--- config.mk ---
export PLATFORM = sky130hd
export DESIGN_NAME = reg_file
export DESIGN_NICKNAME = d
export VERILOG_FILES = /design/src/rtl/regfile_pkg.sv /design/src/rtl/regfile_read_port.sv /design/src/rtl/reg_file.sv
export SDC_FILE = /design/constraint.sdc
export NUM_CORES = 2
export LEC_CHECK = 0
export CORE_ASPECT_RATIO = 1.2
export CORE_UTILIZATION = 55
export DETAILED_ROUTE_END_ITERATION = 7
export GPL_TIMING_DRIVEN = 0
export PLACE_DENSITY = 0.72
export SYNTH_ARGS = -nofsm -noshare
export SYNTH_HDL_FRONTEND = slang
export SYNTH_HIERARCHICAL = 1
export SYNTH_SLANG_ARGS = --single-unit
export TNS_END_PERCENT = 1
--- constraint.sdc ---
create_clock -name clk -period 5.15 [get_ports clk]
set_input_delay 0.7725 -clock clk [delete_from_list [all_inputs] [get_ports clk]]
set_output_delay 0.7725 -clock clk [all_outputs]
set_load 0.005 [all_outputs]
--- src/rtl/regfile_pkg.sv ---
// Shared types and sizes for the CPU general-purpose register file.
package regfile_pkg;

  localparam int REG_DATA_W = 32;
  localparam int REG_ADDR_W = 5;
  localparam int REG_DEPTH  = 32;
  localparam logic [REG_ADDR_W-1:0] REG_ZERO = 5'd0;

  typedef logic [REG_ADDR_W-1:0] reg_addr_t;
  typedef logic [REG_DATA_W-1:0] reg_data_t;

endpackage

--- src/rtl/regfile_read_port.sv ---
// One combinational read port of the register file: address mux, r0 override
// and, when REGFILE_BYPASS_EN is defined, write-through forwarding from the
// write port in the same cycle.
module regfile_read_port
  import regfile_pkg::*;
(
  input  reg_data_t regs [REG_DEPTH],
  input  reg_addr_t addr,
`ifdef REGFILE_BYPASS_EN
  input  logic      wr_en,
  input  reg_addr_t wr_addr,
  input  reg_data_t wr_data,
`endif
  output reg_data_t data
);

  // Select the addressed register; r0 is forced to zero regardless of storage.
  always_comb begin
    data = regs[addr];
`ifdef REGFILE_BYPASS_EN
    // wr_en already excludes r0 and reset, so r0 can never be forwarded.
    if (wr_en && (wr_addr == addr)) begin
      data = wr_data;
    end
`endif
    if (addr == REG_ZERO) begin
      data = '0;
    end
  end

endmodule

--- src/rtl/reg_file.sv ---
// 32 x 32-bit register file: two combinational read ports, one synchronous
// write port, r0 hard-wired to zero, asynchronous active-low reset.
// Optional feature: define REGFILE_BYPASS_EN to forward the write data to a
// read port that addresses the register being written in the same cycle.
module reg_file
  import regfile_pkg::*;
(
  input  logic        clk,
  input  logic        rst_n,
  input  logic [4:0]  readReg1,
  input  logic [4:0]  readReg2,
  input  logic [4:0]  writeReg,
  input  logic [31:0] writeData,
  input  logic        isWreg,
  output logic [31:0] readData1,
  output logic [31:0] readData2
);

  reg_data_t regs [REG_DEPTH];
  logic      wr_active;

  // A write is only meaningful out of reset and to a non-zero register.
  assign wr_active = isWreg && rst_n && (writeReg != REG_ZERO);

  // Storage: cleared asynchronously, written on the rising edge.
  always_ff @(posedge clk or negedge rst_n) begin
    if (!rst_n) begin
      for (int i = 0; i < REG_DEPTH; i++) begin
        regs[i] <= '0;
      end
    end else if (wr_active) begin
      regs[writeReg] <= writeData;
    end
  end

  regfile_read_port u_read_port1 (
    .regs    (regs),
    .addr    (readReg1),
`ifdef REGFILE_BYPASS_EN
    .wr_en   (wr_active),
    .wr_addr (writeReg),
    .wr_data (writeData),
`endif
    .data    (readData1)
  );

  regfile_read_port u_read_port2 (
    .regs    (regs),
    .addr    (readReg2),
`ifdef REGFILE_BYPASS_EN
    .wr_en   (wr_active),
    .wr_addr (writeReg),
    .wr_data (writeData),
`endif
    .data    (readData2)
  );

endmodule

==> reports/results.tsv <==
metric	value	unit
Post-DP HPWL	133000	µm
CTS Sinks	1024	
final hold vios	0	
largest registers	regs x1024	
post-layout min period	5.44	ns
Crit. path cell count	6	
vias in the first global route	37500	
Worst VDD drop	0.263	mV
Core Region	98500	µm²
CTS H-Tree Depth	3	
sequential share of the synthesized area	46.8	%
routability cong.	1.03	
total congestion overflow	0	
violated checks	setup timing	
commonest cells in the netlist	1056 x mux2_2, 1024 x dfrtp_1, 448 x mux4_2	
Syn Nets	3662	
via/cell ratio	7.02	
Nets	3879	
slowest stage cell, crit path	a311oi_1	
Async S/R FF share, synth	100	%
status	finished, violations left	
normalized max-slew margin	8.62	%
worst setup path end	readData1[30]	
Distinct cells, synth	39	
area grow syn2layout	12.3	%
Num CTS Buffers	104	
Syn Std Cell Area	54700	µm²
First DRT Iteration DRCs	3702	
CP Buf/Inv Count	4	
Post-synth EDFFs	0	
Setup TNS	-1.48	ns
IO Pins	114	
area leader, netlist	dfrtp_1	
yosys warns	6	
Starting Density	55.6	%
CTS resizes	15	
initial antenna violation count	10	
max reg flops	1024	
Reg with most FFs	regs	
Final Cycle Share	106	%
port buffer count	105	
Max Root-Sink Buffers	3	
reg-to-reg startpoint	regs[12]	
Post-CTS Repair Setup Buffers	0	
Cells after Synth	3612	
via count	36500	
GR Util All Layers	36.9	%
Critical Path AT	4.66	ns
share of cells above drive strength 1	50.3	%
utilization after layout	62.4	%
startpoint types	input pin	
Pwr Density	360	nW/µm²
Hold Crit Class	input pin to asynchronous set/reset pin	
clock transition at the registers of the reported paths	0.06	ns
CP Launch Point	readReg1[3]	
critical path class	input pin to primary output	
R2R Path End	regs[12]	
Finished Layout Cells	5200	
Crit. End Element	primary output	
Main synth FF type	dfrtp_1	
largest net degree at the start of global routing	168	
Slew @ Worst Pin	1.37	ns
post-synth top area share	46.8	%
final setup margin	-0.287	ns
P_leak	27.2	nW
Pins Over Slew Limit	0	
critical path's top delay family	buffers and inverters	
FF+latch count, synth	1024	
Die Footprint	101000	µm²
routed len/inst	35.2	µm
global-route wire length before repair	264000	µm
Reg2Reg Depth	1	
Reg2Reg Setup Slack	4.33	ns
max cap viols	0	
RSZ-0062 raised after global routing	true	
Final setup viols	16	
CTS tree	built	
chip height	348	µm
CP Data Required Time	4.38	ns
placed instance count	5003	
most numerous cell in the Yosys netlist	mux2_2	
Die W	290	µm
# rows	126	
clock root buffer	clkbuf_16	
Syn Area/Cell	15.2	µm²
largest cells by area after synthesis	dfrtp_1 47%, mux2_2 22%, mux4_2 18%, mux2i_1 2.3%, buf_2 1.4%	
Post-CTS Hold Fix Bufs	0	
CP max FO	10	
Final Skew	0	ns
worst-path cell chain	clkdlybuf4s50_1, clkbuf_1, clkbuf_1, o2111ai_1, a311oi_1, clkdlybuf4s50_1	
Routed WL	183000	µm
Crit path largest cell delay	0.90	ns
Initial DRT Pass Iterations	6	
WHS	0.0449	ns
post-route DRC violation count	0	
Worst-Skew Late Latency	0.69	ns
Max Clk Rate	184	MHz
post-route ant nets	0	
routing by layer:
layer	vias to the layer above	track usage (%)	wire, µm
li1	14500	-	-
met2	2078	56.0	83000
met4	8	18.0	10100
met1	19400	48.4	69200
met5	-	0.813	121
met3	533	11.2	20800
per-stage QoR:
step                worst slack, ns  total power, mW  area, µm²
floorplan                      2.31             12.3      54700
global placement             -44.53             13.6      57400
detailed placement           -0.308             13.8      57600
CTS                         -0.0372             22.0      61400
global route                -0.0940             22.8      61400
finish                       -0.287             22.1      61400
how the worst min path moves through the flow:
stage	startpoint	endpoint	slack, ns	cells past startpoint
3_5_place_dp	regs[1023]	regs[1023]	0.46	1
2_1_floorplan	regs[1000]	regs[1000]	0.44	1
3_3_place_gp	regs[1005]	regs[1005]	0.45	1
6_report	rst_n	regs[115]	0.04	1
4_1_cts	rst_n	regs[115]	0.08	1
5_1_grt	rst_n	regs[115]	0.09	1
placed cells by master, fill, tap and decap left out, types with 22 or more instances in the layout:
cell type,count
dfrtp_1,1024
a311oi_1,46
o21ai_1,106
clkbuf_1,191
a221oi_1,48
nor2_1,22
a211oi_1,64
nor2b_1,66
clkdlybuf4s50_1,104
buf_6,38
buf_4,40
clkbuf_16,109
mux2i_1,128
a22oi_1,64
nand2_1,47
clkbuf_8,29
mux4_2,448
buf_2,157
mux2_2,1056
cell type report:
type	instances	area (µm²)
buffer	425	2280
clock inverter	42	587
timing repair buffer	111	1230
inverter	2	7.51
fill	7363	37100
tap	1280	1600
antenna	1	2.50
clock buffer	154	3190
sequential	1024	25600
multi-input combinational	2161	26900
logic make-up (layout without fill, tap and decap cells):
| logic type | count (synthesis) | after routing | share of synthesized area (%) |
|---|---|---|---|
| and+or+nand+nor | 161 | 161 | 1.64 |
| other | 0 | 1 | 0 |
| AOI/OAI and AO/OA | 368 | 368 | 4.89 |
| muxes | 1632 | 1632 | 42.5 |
| buffers and inverters | 427 | 734 | 4.17 |
| DFF | 1024 | 1024 | 46.8 |
power by group:
part           internal (mW)  switching [mW]  total [mW]  leakage [nW]
clock                   4.98            3.37        8.34          1.86
sequential              9.09           0.748        9.83          13.6
combinational           2.11            1.81        3.92          11.7
(Power assumes the default switching activity.)
